===== src/rtl/icache.sv =====
// Direct-mapped, read-only instruction cache with single-word miss fill.
// Define ICACHE_STATS_EN to build saturating hit/miss counters; otherwise they read 0.
module icache #(
    parameter int          SETS    = 16,
    parameter logic [31:0] PC_INIT = 32'h0
) (
    input  logic        CLK,
    input  logic        nRST,
    input  logic        imemREN,
    input  logic [31:0] imemaddr,
    output logic        ihit,
    output logic [31:0] imemload,
    output logic        iREN,
    output logic [31:0] iaddr,
    input  logic        iwait,
    input  logic [31:0] iload,
    output logic [31:0] hit_count,
    output logic [31:0] miss_count,
    output logic        cacheState
);
    localparam int IW = $clog2(SETS);
    localparam int TW = 32 - IW - 2;

    localparam logic IDLE  = 1'b0;
    localparam logic FETCH = 1'b1;

    logic            state;
    logic [31:0]     fetchAddr;
    logic [SETS-1:0] validBits;
    logic [TW-1:0]   tagArr  [SETS];
    logic [31:0]     dataArr [SETS];

    logic [IW-1:0] reqIndex;
    logic [TW-1:0] reqTag;
    logic [IW-1:0] fillIndex;
    logic [TW-1:0] fillTag;
    logic          lookupHit;
    logic          startFetch;
    logic          fillDone;
    logic          unusedOk;

    // Byte offset and the informational reset PC play no part in the lookup.
    assign unusedOk = ^{imemaddr[1:0], PC_INIT};

    assign reqIndex  = imemaddr[IW+1:2];
    assign reqTag    = imemaddr[31:IW+2];
    assign fillIndex = fetchAddr[IW+1:2];
    assign fillTag   = fetchAddr[31:IW+2];

    assign lookupHit  = (state == IDLE) && imemREN && validBits[reqIndex]
                        && (tagArr[reqIndex] == reqTag);
    assign startFetch = (state == IDLE) && imemREN && !lookupHit;
    assign fillDone   = (state == FETCH) && !iwait;

    assign ihit       = lookupHit;
    assign imemload   = lookupHit ? dataArr[reqIndex] : 32'h0;
    assign iREN       = (state == FETCH);
    assign iaddr      = (state == FETCH) ? fetchAddr : 32'h0;
    assign cacheState = state;

    // Handshake: while iREN is high, iaddr is held; a cycle with iREN=1 and
    // iwait=0 transfers iload and ends the fill. Once started, a fill always
    // completes regardless of what the fetch stage does meanwhile.
    always_ff @(posedge CLK or negedge nRST) begin
        if (!nRST) begin
            state     <= IDLE;
            fetchAddr <= 32'h0;
            validBits <= '0;
        end else begin
            case (state)
                IDLE: begin
                    if (startFetch) begin
                        state     <= FETCH;
                        fetchAddr <= {imemaddr[31:2], 2'b00};
                    end
                end
                FETCH: begin
                    if (!iwait) begin
                        state                <= IDLE;
                        validBits[fillIndex] <= 1'b1;
                    end
                end
                default: state <= IDLE;
            endcase
        end
    end

    // Tag and data need no reset: validBits gates every use of them.
    always_ff @(posedge CLK) begin
        if (fillDone) begin
            tagArr[fillIndex]  <= fillTag;
            dataArr[fillIndex] <= iload;
        end
    end

`ifdef ICACHE_STATS_EN
    logic [31:0] hitCnt;
    logic [31:0] missCnt;

    always_ff @(posedge CLK or negedge nRST) begin
        if (!nRST) begin
            hitCnt  <= 32'h0;
            missCnt <= 32'h0;
        end else begin
            if (lookupHit && (hitCnt != 32'hFFFF_FFFF))
                hitCnt <= hitCnt + 32'd1;
            if (startFetch && (missCnt != 32'hFFFF_FFFF))
                missCnt <= missCnt + 32'd1;
        end
    end

    assign hit_count  = hitCnt;
    assign miss_count = missCnt;
`else
    assign hit_count  = 32'h0;
    assign miss_count = 32'h0;
`endif

endmodule


===== config.mk =====
export PLATFORM = sky130hd
export DESIGN_NAME = icache
export DESIGN_NICKNAME = d
export VERILOG_FILES = /design/src/rtl/icache.sv
export SDC_FILE = /design/constraint.sdc
export NUM_CORES = 1
export LEC_CHECK = 0
export ABC_AREA = 1
export CAP_MARGIN = 40
export CELL_PAD_IN_SITES_DETAIL_PLACEMENT = 1
export CELL_PAD_IN_SITES_GLOBAL_PLACEMENT = 1
export CORE_AREA = 2 2 322 324
export DETAILED_ROUTE_END_ITERATION = 8
export DIE_AREA = 0 0 324 326
export DONT_BUFFER_PORTS = 1
export PLACE_DENSITY = 0.77
export SLEW_MARGIN = 20
export SYNTH_ARGS = -nofsm -noshare
export SYNTH_HDL_FRONTEND = slang
export SYNTH_SLANG_ARGS = --single-unit

===== constraint.sdc =====
create_clock -name CLK -period 3.4 [get_ports CLK]
set_input_delay 0.85 -clock CLK [delete_from_list [all_inputs] [get_ports CLK]]
set_output_delay 0.85 -clock CLK [all_outputs]
set_load 0.05 [all_outputs]

==> results of run 1 <==
## synth_stat cells (47+ instances only)
| cell type | instances | area [µm²] |
|---|---|---|
| nand3_1 | 266 | 1330 |
| nand2_1 | 869 | 3260 |
| a221oi_1 | 80 | 701 |
| inv_1 | 215 | 807 |
| buf_4 | 89 | 668 |
| edfxtp_1 | 928 | 27900 |
| dfrtp_1 | 47 | 1180 |
| o211ai_1 | 57 | 428 |
| a21oi_1 | 246 | 1230 |
| o21ai_0 | 73 | 365 |
| nor2_1 | 152 | 571 |
| clkbuf_1 | 86 | 323 |
| buf_2 | 72 | 360 |
## metal layers
metal	share of wire	routed length [µm]
met3	0.075	9590
met2	0.49	62400
met4	0.030	3910
met5	0	0
met1	0.41	52300
## how the worst max path moves through the flow
stage	from	endpoint	slack, ns	depth (start not counted)
after floorplan	cacheState$_DFF_PN0_	dataArr[10][0]$_DFFE_PP_	-0.92	4
after global placement	imemaddr[2]	imemload[7]	-0.80	16
after detailed placement	imemaddr[3]	imemload[13]	-0.92	14
after CTS	imemaddr[2]	imemload[11]	-0.66	17
after global routing	imemaddr[2]	imemload[9]	-1.11	13
final	imemaddr[2]	imemload[9]	-1.22	13
## final cells by class
cell class / instances / area (µm²) / area share
clock buffers: 125 / 2690 / 0.0559
clock inverters: 62 / 776 / 0.0161
inverters: 219 / 871 / 0.0181
multi-input cells: 1962 / 10100 / 0.211
flip-flops and latches: 975 / 29000 / 0.604
well taps: 1380 / 1730 / 0.0359
repair buffers: 244 / 2880 / 0.0598
repair inverters: 1 / 8.76 / 0.000182
## power by group through the flow
stage / clock [mW] / sequential (mW) / combinational, mW
final: 11.6 / 14.2 / 2.39
after global routing: 12.1 / 14.3 / 2.54
after CTS: 11.7 / 14.2 / 2.33
after detailed placement: 0 / 14.4 / 2.15
after global placement: 0 / 14.4 / 2.07
after floorplan: 0 / 14.3 / 1.64
## cell families after synthesis
| logic type | after synthesis |
|---|---|
| AO/OA/AOI/OAI | 550 |
| buffers and inverters | 498 |
| flip-flops | 975 |
| AND/OR/NAND/NOR | 1346 |
| other | 1 |
## registers in the layout, indices dropped and copies added (netlist names)
signal,count
dataArr,512
tagArr,416
cacheState,1
validBits,16
fetchAddr,30
## placed cells by master, fill, tap and decap left out, types with 2 or more instances in the layout
| cell type | netlist | routed |
|---|---|---|
| edfxtp_1 | 928 | 928 |
| nand2_1 | 869 | 846 |
| a21oi_1 | 246 | 245 |
| nand3_1 | 266 | 223 |
| inv_1 | 215 | 214 |
| buf_4 | 89 | 139 |
| nor2_1 | 152 | 127 |
| clkbuf_16 | 0 | 102 |
| a221oi_1 | 80 | 79 |
| conb_1 | 1 | 66 |
| o21ai_0 | 73 | 58 |
| o211ai_1 | 57 | 57 |
| buf_12 | 0 | 51 |
| dfrtp_1 | 47 | 46 |
| nand3_2 | 0 | 43 |
| buf_6 | 7 | 37 |
| nor3_4 | 0 | 33 |
| o21ai_1 | 13 | 28 |
| o31ai_1 | 28 | 27 |
| a32o_1 | 24 | 24 |
| a221o_1 | 24 | 24 |
| nand2_2 | 1 | 22 |
| nor2_4 | 0 | 22 |
| clkinv_2 | 0 | 21 |
| clkinv_1 | 0 | 19 |
| clkbuf_1 | 86 | 18 |
| or2_2 | 15 | 15 |
| bufinv_16 | 0 | 14 |
| buf_16 | 0 | 12 |
| clkinv_16 | 0 | 5 |
| nand4_1 | 5 | 5 |
| clkbuf_8 | 0 | 5 |
| nand3b_1 | 4 | 4 |
| o32ai_1 | 4 | 4 |
| buf_8 | 0 | 4 |
| nor2_2 | 0 | 3 |
| inv_16 | 0 | 3 |
| inv_6 | 0 | 3 |
| clkinvlp_4 | 0 | 2 |
## per-stage QoR
stage                     setup WS [ns]  power (mW)  area [µm²]  setup TNS [ns]  hold slack, ns
final                             -1.22        28.2       48100          -66.73          0.0322
after global routing              -1.11        28.9       48100          -61.59          0.0305
after CTS                        -0.658        28.3       48000          -34.75          0.0188
after detailed placement         -0.916        16.6       43400          -27.53           0.451
after global placement           -0.802        16.5       43400          -25.41           0.439
after floorplan                  -0.920        15.9       41500         -225.91           0.428
## critical path, stage by stage
cell and delay, ns:
a21oi_1 0.43, o21ai_1 0.13, o211ai_1 0.18, nand3_2 0.17
nand3_2 0.13, o21ai_1 0.07, nor2_1 0.14, nand2_1 0.11
nor2_4 0.17, nand2_8 0.15, buf_12 0.21, nor3_4 0.23
buf_6 0.20
## timing repair
item	4_1_cts	5_1_grt
hold buffers	1	0
endpoints found under the hold margin	47	0
gates resized for setup	131	15
pin swaps	41	7
gates cloned	10	0
setup endpoints to repair	33	64
setup buffers	42	6
==> flow_metrics.tcl, run 1 <==
set metrics [dict create \
    outcome "finished with violations" \
    failed_checks "negative setup slack" \
    period_minus_slack_ns 4.62 \
    r2r-end "fetchAddr[9]$_DFFE_PN0P_" \
    arrival_ns 3.77 \
    syn_area_um2 40600 \
    fmax_ghz 0.216 \
    seq_power_share 0.504 \
    yosys_warnings 0 \
    r2r_setup_slack_ns -0.46 \
    yosys.area_share.adder 0 \
    swShare 0.249 \
    finalSetupViolations 64 \
    p_leak_nw 18.0 \
    gr-usage-met1 0.319 \
    num_io_pins 199 \
    groute.usage.overall 0.239 \
    port_buffers 0 \
    synth_area_per_cell_um2 12.0 \
    die_y_um 326 \
    synth_xor_area_frac 0 \
    via_count 28400 \
    fp.dieW_um 324 \
    end_kind "primary output" \
    cts.sinks 975 \
    cp.required_ns 2.55 \
    routed_wl_mm 128 \
    area_growth_pct 18.6 \
    vias_per_cell 5.71 \
    htree_levels 3 \
    cap_violations 0 \
    power_switching_mw 7.03 \
    fin_cells 4968 \
    gr-usage-met3 0.0380 \
    ant_nets 0 \
    dp_hpwl_mm 67.3 \
    crit_path_start_kind "primary input" \
    gp_congestion 0.791 \
    die_area_um2 106000 \
    utilization 0.469 \
    drt_iter0_drc 2968 \
    synth-seq-cells 975 \
    ir_worst_vdd_mv 0.487 \
    skew_ns 0.0564 \
    synthArstFlopShare 0.0482 \
    synth-simple-area-share 0.139 \
    synth_edf_count 928 \
    placementRows 118 \
    grt_max_degree 514 \
    first_pass_iters 7 \
    dp.cells 4724 \
    wl_per_cell_um 25.8 \
    worst_setup_hold_path_clk_slew_ns 0.06 \
    worstMarginPinSlew_ns 1.30 \
    critPathMaxFanout 513 \
    max-slew-margin-rel 0.132 \
    netlist-cell-type-count 31 \
    path_class "in2out" \
    p_per_area_nw_per_um2 587 \
    cellInternalPower_mw 21.2 \
    top_usage_layer "met2" \
    clock_latency_ns 0.71 \
    hold_viol 0 \
    hp-class "in2async" \
    cts_buffer_depth 3 \
    first_global_vias 29600 \
    grt_first_pass_wirelength_mm 190 \
    n_antenna_cell 0 \
    synth_top_family_by_area "simple AND/OR/NAND/NOR gates" \
    gr-total-overflow 0 \
    setup_ws_ns -1.22 \
    pwr-share-comb 0.085 \
    cts_tree "done" \
    root_buffer "clkbuf_16" \
    core-area_um2 103000 \
    route.detailed.drc 0 \
    pwr-share-clk 0.412 \
    initial_utilization 0.395 \
    synthCells 3370 \
    antenna_found_initial 2 \
    regToRegStartpoint "tagArr[13][7]$_DFFE_PP_" \
    grt_use_met2 0.400 \
    yosys_most_used_dff "edfxtp_1" \
    drive_gt1_frac 0.152 \
    synth_mux_area_frac 0 \
    reg2regPathDepth 33 \
    final_nets 3573 \
    grt_setup_unrepaired "true" \
    synth-compound-area-share 0.0868 \
    ys_seq_area_frac 0.716 \
    numCtsBuffers 102 \
    fillers 10600 \
    fin_crit_sh 1.36 \
    slew_violations 0 \
]
Power figures use the tool's default switching activity.
==> run 2, diff against run 1 <==
--- a/config.mk
+++ b/config.mk
@@ -6,14 +6,15 @@
 export NUM_CORES = 1
 export LEC_CHECK = 0
 export ABC_AREA = 1
+export BUFFER_PORTS_ARGS = -buffer_cell sky130_fd_sc_hd__buf_4
 export CAP_MARGIN = 40
 export CELL_PAD_IN_SITES_DETAIL_PLACEMENT = 1
 export CELL_PAD_IN_SITES_GLOBAL_PLACEMENT = 1
 export CORE_AREA = 2 2 322 324
 export DETAILED_ROUTE_END_ITERATION = 8
 export DIE_AREA = 0 0 324 326
-export DONT_BUFFER_PORTS = 1
-export PLACE_DENSITY = 0.77
+export HOLD_SLACK_MARGIN = 0.03
+export PLACE_DENSITY = 0.76
 export SLEW_MARGIN = 20
 export SYNTH_ARGS = -nofsm -noshare
 export SYNTH_HDL_FRONTEND = slang
==> run 2 against run 1 <==
The flow still finishes with violations (negative setup slack). Highest routed layer is now met5. Critical path depth grew 4. Routed wire length grew 3.5%. Final cell count increased by 2.6%. Non-clock buffer count up 124. Sequential power hardly changed. Clock power fell by 5%. Combinational power increased by 21%. Flip-flop and latch count stayed put. First-iteration DRC count is 3.0% lower.
==> flow_metrics.tcl, run 2 (synthesized netlist as in run 1, its figures left out) <==
set metrics [dict create \
    core-area_um2 103000 \
    ctsHoldBuffers 0 \
    clock_latency_ns 0.70 \
    arrival_ns 3.36 \
    utilization 0.480 \
    cts_buffer_depth 3 \
    vias_per_cell 5.61 \
    p_leak_nw 18.6 \
    max-slew-margin-rel 0.384 \
    cts_tree "done" \
    setup_ws_ns -0.814 \
    cp.required_ns 2.55 \
    area_growth_pct 21.3 \
    fillers 10600 \
    ant_nets 0 \
    cellInternalPower_mw 20.8 \
    antenna_found_initial 2 \
    pwr-share-comb 0.103 \
    power_switching_mw 7.25 \
    slew_violations 0 \
    drive_gt1_frac 0.179 \
    first_global_vias 29800 \
    htree_levels 3 \
    mostFrequentLayoutCell "edfxtp_1" \
    routed_wl_mm 133 \
    seq_power_share 0.507 \
    drt_iter0_drc 2878 \
    first_pass_iters 5 \
    cts.sinks 975 \
    mostFrequentLayoutCells "edfxtp_1 (928), nand2_1 (844), a21oi_1 (245)" \
    reg_top3 "dataArr: 512 flops, tagArr: 416 flops, fetchAddr: 30 flops" \
    hold_viol 0 \
    p_per_area_nw_per_um2 570 \
    fin_crit_sh 1.24 \
    worstMarginPinSlew_ns 0.921 \
    gr-total-overflow 0 \
    pwr-share-clk 0.390 \
    die_area_um2 106000 \
    multiInputGateArea_um2 10200 \
    grt_max_degree 115 \
    worst_setup_hold_path_clk_slew_ns 0.06 \
    hp-class "in2async" \
    skew_ns 0.0373 \
    numCtsBuffers 100 \
    fmax_ghz 0.237 \
    grt_first_pass_wirelength_mm 193 \
    tns_ns -25.28 \
    gp_congestion 0.862 \
    end_kind "primary output" \
    via_count 28600 \
    ir_worst_vdd_mv 0.425 \
    placementRows 118 \
    wl_per_cell_um 26.0 \
    cap_violations 0 \
    critPathMaxFanout 7 \
    root_buffer "clkbuf_16" \
    final_nets 3698 \
    path_class "in2out" \
    groute.usage.overall 0.247 \
    reg2regPathDepth 6 \
    initial_utilization 0.395 \
    seqCellArea_um2 29000 \
    grt_setup_unrepaired "true" \
    regMostFlops "dataArr" \
    num_io_pins 199 \
    dp_hpwl_mm 72.0 \
    largest_reg_flops 512 \
    outcome "finished with violations" \
    period_minus_slack_ns 4.21 \
    finalSetupViolations 33 \
    route.detailed.drc 0 \
    port_buffers 130 \
    die_y_um 326 \
    crit_path_start_kind "primary input" \
    fp.dieW_um 324 \
    failed_checks "negative setup slack" \
    swShare 0.258 \
]
==> run 2: power by group through the flow <==
| stage | Combinational [mW] | Clock, mW | Sequential (mW) |
|---|---|---|---|
| floorplan | 1.64 | 0 | 14.3 |
| global placement | 2.58 | 0 | 14.4 |
| detailed placement | 2.66 | 0 | 14.5 |
| CTS | 2.81 | 11.1 | 14.2 |
| global route | 3.07 | 11.5 | 14.3 |
| finish | 2.88 | 11.0 | 14.2 |
==> run 2: final cells by class <==
| type | count | share of cell area |
|---|---|---|
| repair inverters | 4 | 0.00107 |
| clock buffers | 123 | 0.0539 |
| well taps | 1380 | 0.0351 |
| inverters | 219 | 0.0177 |
| diodes | 3 | 0.000153 |
| repair buffers | 368 | 0.0834 |
| flip-flops and latches | 975 | 0.590 |
| clock inverters | 63 | 0.0121 |
| multi-input cells | 1962 | 0.206 |
==> run 2: worst max-delay path, stage by stage <==
cell and delay (ns):
buf_16 0.14, buf_16 0.16, buf_8 0.14, nand2_1 0.07
o211ai_1 0.16, nand3_1 0.14, nand3_2 0.11, buf_4 0.14
nand3_1 0.05, nand2_1 0.07, nor2_1 0.16, nand4_1 0.18
nor2_4 0.18, nand2_8 0.17, buf_16 0.22, nor3_4 0.20
buf_6 0.19
==> run 2: stage by stage <==
step	instance area, µm²	hold WS, ns	total power [mW]	std cells	worst slack [ns]
after floorplan	41500	0.428	15.9	3435	-0.920
final	49200	0.223	28.1	5097	-0.814
after detailed placement	44600	0.448	17.1	4873	-0.910
after global routing	49200	0.240	28.9	5095	-0.886
after global placement	44600	0.441	17.0	4873	-0.802
after CTS	48900	0.226	28.1	5082	-0.671
==> run 2: routing by layer <==
layer | up-vias | part of all wire | global-route usage
li1 | 12400 | - | -
met2 | 1157 | 0.49 | 0.413
met3 | 291 | 0.071 | 0.0400
met1 | 14700 | 0.40 | 0.326
met4 | 2 | 0.034 | 0.0860
met5 | - | 0.000083 | 0
==> run 2: final timing paths <==
kind / from / end / slack (ns)
worst min-delay path: nRST / fetchAddr[2]$_DFFE_PN0P_ / 0.22
min in group CLK: imemaddr[16] / fetchAddr[16]$_DFFE_PN0P_ / 0.44
worst min register to register: validBits[13]$_DFFE_PN0P_ / validBits[13]$_DFFE_PN0P_ / 0.46
worst max-delay path: imemaddr[2] / imemload[30] / -0.81
worst max register to register: cacheState$_DFF_PN0_ / dataArr[8][5]$_DFFE_PP_ / 0.77
max in group asynchronous: nRST / fetchAddr[25]$_DFFE_PN0P_ / 2.70
==> run 2: timing repair <==
item / 4_1_cts / 5_1_grt
cloned: 16 / 3
gates resized for setup: 160 / 32
endpoints found under the setup margin: 33 / 33
buffers inserted: 7 / 8
pin swaps: 14 / 29
